File: src/rtl/run_length_logger.sv
// Measures s2 dwell runs from the X-detector (Z2 = stay, Z1 = exit), queues
// completed run lengths in a 2-deep buffer and keeps drop/error/total stats.
module run_length_logger #(
  parameter int W      = 8,
  parameter int DROP_W = 8,
  parameter int TOT_W  = 16
) (
  input  logic              clk,
  input  logic              reset,
  input  logic              Yc,
  input  logic              Z1,
  input  logic              Z2,
  input  logic              run_ready,
  output logic              run_valid,
  output logic [W-1:0]      run_len,
  output logic              run_sat,
  output logic              overflow,
  output logic [DROP_W-1:0] drop_cnt,
  output logic              proto_err,
  output logic [TOT_W-1:0]  total_runs
);

  localparam logic [W-1:0]      LEN_MAX  = '1;
  localparam logic [DROP_W-1:0] DROP_MAX = '1;
  localparam logic [TOT_W-1:0]  TOT_MAX  = '1;

  typedef struct packed {
    logic         sat;
    logic [W-1:0] len;
  } rec_t;

  typedef enum logic [1:0] {EMPTY, ONE, FULL} buf_state_e;

  buf_state_e        state_q, state_d;
  rec_t              head_q, head_d, tail_q, tail_d;
  logic [W-1:0]      acc_q, acc_d;
  logic              acc_sat_q, acc_sat_d;
  logic              overflow_q, overflow_d;
  logic [DROP_W-1:0] drop_q, drop_d;
  logic              perr_q, perr_d;
  logic [TOT_W-1:0]  tot_q, tot_d;

  logic acc_at_max, push, pop, drop;
  rec_t new_rec;

  assign acc_at_max  = (acc_q == LEN_MAX);
  assign new_rec.len = acc_at_max ? LEN_MAX : acc_q + 1'b1;
  assign new_rec.sat = acc_sat_q | acc_at_max;
  assign push        = Z1;
  assign pop         = run_valid & run_ready;

  // Run accumulator and statistics; Z1 takes precedence over Z2.
  always_comb begin
    acc_d      = acc_q;
    acc_sat_d  = acc_sat_q;
    overflow_d = overflow_q;
    drop_d     = drop_q;
    perr_d     = perr_q;
    tot_d      = tot_q;
    if (Z1) begin
      acc_d     = '0;
      acc_sat_d = 1'b0;
      if (tot_q != TOT_MAX) tot_d = tot_q + 1'b1;
    end else if (Z2) begin
      if (acc_at_max) acc_sat_d = 1'b1;
      else            acc_d     = acc_q + 1'b1;
    end
    if ((Z1 & Z2) | ((Z1 | Z2) & ~Yc)) perr_d = 1'b1;
    if (drop) begin
      overflow_d = 1'b1;
      if (drop_q != DROP_MAX) drop_d = drop_q + 1'b1;
    end
  end

  // Buffer FSM: the head register always holds the oldest record.
  always_comb begin
    state_d = state_q;
    head_d  = head_q;
    tail_d  = tail_q;
    drop    = 1'b0;
    unique case (state_q)
      EMPTY: if (push) begin
        state_d = ONE;
        head_d  = new_rec;
      end
      ONE: begin
        if (push && pop) head_d = new_rec;
        else if (push) begin
          state_d = FULL;
          tail_d  = new_rec;
        end else if (pop) state_d = EMPTY;
      end
      FULL: begin
        if (pop) begin
          head_d = tail_q;
          if (push) tail_d = new_rec;
          else      state_d = ONE;
        end else if (push) drop = 1'b1;
      end
      default: state_d = EMPTY;
    endcase
  end

  always_ff @(posedge clk or negedge reset) begin
    if (!reset) begin
      state_q    <= EMPTY;
      head_q     <= '0;
      tail_q     <= '0;
      acc_q      <= '0;
      acc_sat_q  <= 1'b0;
      overflow_q <= 1'b0;
      drop_q     <= '0;
      perr_q     <= 1'b0;
      tot_q      <= '0;
    end else begin
      state_q    <= state_d;
      head_q     <= head_d;
      tail_q     <= tail_d;
      acc_q      <= acc_d;
      acc_sat_q  <= acc_sat_d;
      overflow_q <= overflow_d;
      drop_q     <= drop_d;
      perr_q     <= perr_d;
      tot_q      <= tot_d;
    end
  end

  assign run_valid  = (state_q != EMPTY);
  assign run_len    = head_q.len;
  assign run_sat    = head_q.sat;
  assign overflow   = overflow_q;
  assign drop_cnt   = drop_q;
  assign proto_err  = perr_q;
  assign total_runs = tot_q;

endmodule

File: config.mk
export PLATFORM = sky130hd
export DESIGN_NAME = run_length_logger
export DESIGN_NICKNAME = d
export VERILOG_FILES = /design/src/rtl/run_length_logger.sv
export SDC_FILE = /design/constraint.sdc
export NUM_CORES = 1
export LEC_CHECK = 0
export ABC_CLOCK_PERIOD_IN_PS = 1950
export CORE_AREA = 2 2 83 69
export CTS_BUF_LIST = sky130_fd_sc_hd__clkbuf_8 sky130_fd_sc_hd__clkbuf_16
export CTS_CLUSTER_SIZE = 28
export DETAILED_ROUTE_END_ITERATION = 10
export DIE_AREA = 0 0 85 71
export PLACE_DENSITY = 0.83
export SETUP_SLACK_MARGIN = 0.5
export SLEW_MARGIN = 20
export SYNTH_ARGS = -nofsm -noshare
export SYNTH_HDL_FRONTEND = slang
export SYNTH_SLANG_ARGS = --single-unit
File: constraint.sdc
create_clock -name clk -period 1.95 [get_ports clk]
set_clock_uncertainty 0.1 [all_clocks]
set_input_delay 0.39 -clock clk [delete_from_list [all_inputs] [get_ports clk]]
set_output_delay 0.39 -clock clk [all_outputs]
set_load 0.05 [all_outputs]
Word-level counts from Yosys, hierarchy flattened
Cells that the tools add are included.
{ "classes": {"bitwise": 7, "reduce_logical": 14, "eq_ne": 12, "n_mux": 25, "n_addsub": 3} }
{ "op_table": {"columns": ["op", "n"], "rows": [
  ["$mux W9", 6],
  ["$mux W8", 4],
  ["$pmux W9 S3", 1],
  ["$pmux W9 S2", 1],
  ["$add A16 B1 Y16 const B", 1],
  ["$add A8 B1 Y8 const B", 2],
  ["$ne A16 B16 Y1 const B", 1],
  ["$mux W2", 6],
  ["$ne A2 B2 Y1 const B", 6],
  ["$eq A8 B8 Y1 const B", 1],
  ["$ne A8 B8 Y1 const B", 1],
  ["$reduce_and A2 Y1", 4],
  ["$reduce_bool A2 Y1", 4],
  ["$mux W1", 6],
  ["$pmux W2 S3", 1],
  ["$reduce_and A5 Y1", 1],
  ["$reduce_and A4 Y1", 1],
  ["$and A1 B1 Y1", 3],
  ["$ne A3 B3 Y1 const B", 1],
  ["$or A1 B1 Y1", 3],
  ["$reduce_and A3 Y1", 1],
  ["$reduce_bool A3 Y1", 1],
  ["$eq A2 B1 Y1 const B", 1],
  ["$eq A2 B2 Y1 const B", 1],
  ["other kinds (3)", 3]
]} }
{ "totals": {"wordCells": 72, "output_inout_bits": 36, "register_bits": 55, "input_bits": 6} }

Longest topological paths before layout
{ "logic_depth": {"depth_word": 6, "depth_mapped": 6, "ltp_nobuf": 5} }

Worst setup path before layout
Ideal clock, no wire load.
{ "synth_path": {"path_type": "reg2reg", "from": "register tot_q[0], in the netlist total_runs[0]", "to": "register tot_q[8], in the netlist total_runs[8]", "path_stages_with_launch": 7, "synth_period_minus_slack_ns": 2.015, "setup_ns": 0.080, "slack_ns": -0.065, "arrival_ns": 1.835, "path_cell_list": "dfrtp_1 > ha_1 > nand2_1 > nor3_2 > clkbuf_8 > a2111oi_0 > xnor2_1"} }
{ "synth_between": {"elab_chain_cells": 2, "word_cells_on_any_way": 3, "classes_between": "1 x add/sub; 1 x eq/ne; 1 x reduce/logical"} }
{ "synth_rtl": {"columns": ["item", "line", "source"], "rows": [
  ["from (decl)", "41", "logic [TOT_W-1:0] tot_q, tot_d;"],
  ["from (signal assigned)", "124", "tot_q <= tot_d;"],
  ["branches (longest 2 deep; another with $add A16 B1 Y16)", null, null]
]} }
Parallel ways; which one is timed is not known.
A chain may end at the register's enable or synchronous reset.

Final worst setup path
{ "layout_path": {"from": "register tot_q[1], in the netlist total_runs[1]", "to": "register tot_q[11], in the netlist total_runs[11]"} }
The elaborated chain is that of the path after synthesis.

==> impl_metrics.env <==
export IMPL_status="finished, final reports clean"
export IMPL_drt_pass1_iter_count=5
export IMPL_syn_area_um2=2730
export IMPL_worstHoldPathType="flop to flop"
export IMPL_layout_drive_gt1_share_pct=70.8
export IMPL_drt_iter0_drc=276
export IMPL_viasPerCell=6.45
export IMPL_chipWidth_um=85
export IMPL_mostFrequentLayoutCells="72 x buf_4, 52 x buf_6, 32 x dfrtp_2, 23 x dfrtp_1, 18 x nor2_1"
export IMPL_grt_pass1_vias=2579
export IMPL_final_common_cell="buf_4"
export IMPL_max_freq_mhz=552
export IMPL_synth_distinct_cells=47
export IMPL_hold_start="overflow"
export IMPL_wire_per_inst_um=24.2
export IMPL_clock_sinks=55
export IMPL_whs_path_depth=1
export IMPL_irDropWorstVdd_v=0.00119
export IMPL_final_nets=415
export IMPL_maxCapViolations=0
export IMPL_placed_cell_area_um2=3440
export IMPL_tns_ns=0
export IMPL_slew_viol_final=0
export IMPL_reg2reg_from="total_runs[1]"
export IMPL_hold_end="overflow"
export IMPL_grt_max_degree=56
export IMPL_yosys_warnings=0
export IMPL_cts_buffer_depth=2
export IMPL_async_flop_share_pct=100
export IMPL_met1_length_mm=3.99
export IMPL_drc=0
export IMPL_synth_top_area_cell="dfrtp_1"
export IMPL_setup_violations_final=0
export IMPL_grt_ovfl_total=0
export IMPL_cts_buffers=5
export IMPL_antenna_found_initial=0
export IMPL_grt_setup_unrepaired="true"
export IMPL_crit_arrival_ns=1.98
export IMPL_dpl_hpwl_mm=4.23
export IMPL_max_stage_delay_ns=0.52
export IMPL_worst_path_max_fanout=3
export IMPL_num_rows=24
export IMPL_synthFlopType="dfrtp_1"
export IMPL_fin_area_um2=4830
export IMPL_powerDensity_nw_per_um2=1150
export IMPL_wl_met3_um=854
export IMPL_timing_rr_end="total_runs[11]"
export IMPL_clk_pin_slew_ns=0.12
export IMPL_tightestPinTransition_ns=0.407
export IMPL_dr_wl_met2_mm=5.70
export IMPL_fillers=177
export IMPL_htreeDepth=2
export IMPL_cp_end_kind="flop"
export IMPL_hold_worst_slack_ns=0.413
export IMPL_ios=42
export IMPL_grt_pass1_wl_mm=13.2
export IMPL_gp_congestion=0.793
export IMPL_ant_nets=0
export IMPL_grt_usage_pct=27.9
export IMPL_start_util_pct=51.9
export IMPL_ys_top_cells_by_area="dfrtp_1 51%, xor2_1 4.2%, o21ai_0 3.9%"
export IMPL_area_delta_synth_final_pct=77.3
export IMPL_top_layer="met4"
export IMPL_regToRegSetupSlack_ns=0.14
export IMPL_crit_path_top_delay_cell="or4_4"
export IMPL_core_area_um2=5260
export IMPL_fin_util_pct=92.0
export IMPL_postSynthCellCount=272
export IMPL_ff2ff_path_depth=5
export IMPL_yosysTopAreaCellShare_pct=50.5
export IMPL_root_buffer="clkbuf_8"
export IMPL_routed_via_count=3045
export IMPL_slew_headroom_pct=72.8
export IMPL_die_h_um=71
export IMPL_finalCritPeriodShare_pct=93.0
export IMPL_ys_ff_latch=55
export IMPL_cp_cell_sequence="buf_6, nand4_1, or4_4, nor3_2, xor2_1"
export IMPL_diodes=0
export IMPL_totalWireLength_mm=11.4
export IMPL_synth_nets=281
export IMPL_clock_latency_ns=0.33
export IMPL_synth_edf_count=0
export IMPL_crit_path_start_kind="flop"
export IMPL_hold_viol_final=0
export IMPL_power_leakage_nw=2.11
export IMPL_cp_required_ns=2.11
export IMPL_seq_area_frac_synth_pct=50.5
export IMPL_criticalPathCategory="flop to flop"
export IMPL_avgSynthCellArea_um2=10.0
export IMPL_cts_tree="yes"
export IMPL_port_buffers=41
export IMPL_total_power_mw=5.56
export IMPL_die_area_um2=6040
export IMPL_fin_crit_ns=1.81
-- worst max-delay path: cells and delay by family (launching register included) --
family | cells | cell delay, ns
buf+inv | 1 | 0.11
simple gates | 3 | 0.93
flops | 1 | 0.43
xor+xnor | 1 | 0.17
-- per-layer routing --
layer	up-vias	global-route usage, %
li1	1228	-
met3	92	4.20
met4	0	10.6
met2	244	48.8
met5	-	0
met1	1481	35.1
-- synth_stat cells (3+ instances only) --
| master | number |
|---|---|
| xnor2_1 | 8 |
| nand3_1 | 14 |
| a21oi_1 | 11 |
| xor2_1 | 13 |
| clkbuf_1 | 6 |
| dfrtp_1 | 55 |
| o21ai_0 | 21 |
| mux2_2 | 8 |
| nor2_1 | 24 |
| buf_2 | 4 |
| o2bb2ai_1 | 5 |
| a211oi_1 | 3 |
| mux2i_1 | 3 |
| nand4_1 | 5 |
| and3_1 | 6 |
| ha_1 | 3 |
| nand2_1 | 25 |
| o211ai_1 | 3 |
| nor3_1 | 5 |
| or2_2 | 3 |
| inv_1 | 9 |
| nor2b_1 | 3 |
| nand2b_1 | 5 |
| o221ai_1 | 3 |
-- repair_timing --
item / CTS / global route
hold endpoints to repair: 55 / 0
buffers inserted: 42 / 28
endpoints found under the setup margin: 69 / 73
hold buffers: 1 / 0
resized for setup: 84 / 112
gates cloned: 2 / 0
pin swaps: 38 / 46
-- final cells by class --
type | count | area [um^2] | area share [%]
Tap cell | 65 | 81.3 | 1.68
Timing Repair Buffer | 138 | 1310 | 27.1
Multi-Input combinational cell | 197 | 1900 | 39.3
Clock inverter | 3 | 26.3 | 0.544
Sequential cell | 55 | 1420 | 29.3
Inverter | 9 | 33.8 | 0.699
Clock buffer | 5 | 68.8 | 1.42
-- cells by family (layout without fill, tap and decap cells) --
group / after synthesis / count (layout) / synth area share [%]
xor+xnor: 21 / 21 / 6.75
compound gates: 55 / 55 / 12.5
simple gates: 106 / 106 / 20.8
flops: 55 / 55 / 50.5
mux: 11 / 11 / 4.41
buf+inv: 20 / 155 / 3.31
fa+ha+maj: 4 / 4 / 1.74
-- sequential cells by signal, indices dropped and copies added (netlist names) --
name and flops:
drop_cnt 8, tail_q 9, overflow 1, total_runs 16, run_sat 1, acc_q 8, acc_sat_q 1, state_q 2
run_len 8, proto_err 1
-- per-stage QoR --
stage / cells / setup slack [ns]
2_1_floorplan: 272 / 0.209
3_3_place_gp: 391 / -0.107
3_5_place_dp: 391 / -0.139
4_1_cts: 444 / 0.314
5_1_grt: 472 / 0.0963
6_report: 472 / 0.137
-- worst max-delay path by stage --
| stage | startpoint | end | slack, ns |
|---|---|---|---|
| 6_report | total_runs[1] | total_runs[11] | 0.14 |
| 5_1_grt | total_runs[1] | total_runs[15] | 0.1 |
| 4_1_cts | state_q[0] | run_valid | 0.31 |
| 3_5_place_dp | Z1 | total_runs[15] | -0.14 |
| 3_3_place_gp | Z1 | total_runs[15] | -0.11 |
| 2_1_floorplan | total_runs[3] | total_runs[11] | 0.21 |
-- power breakdown --
| group | switching, mW | internal, mW | total (mW) |
|---|---|---|---|
| clock network | 0.448 | 0.266 | 0.714 |
| registers | 0.285 | 1.38 | 1.66 |
| logic | 1.70 | 1.48 | 3.18 |
| total | 2.44 | 3.12 | 5.56 |
Note: power is estimated with default switching activity, not from simulation.
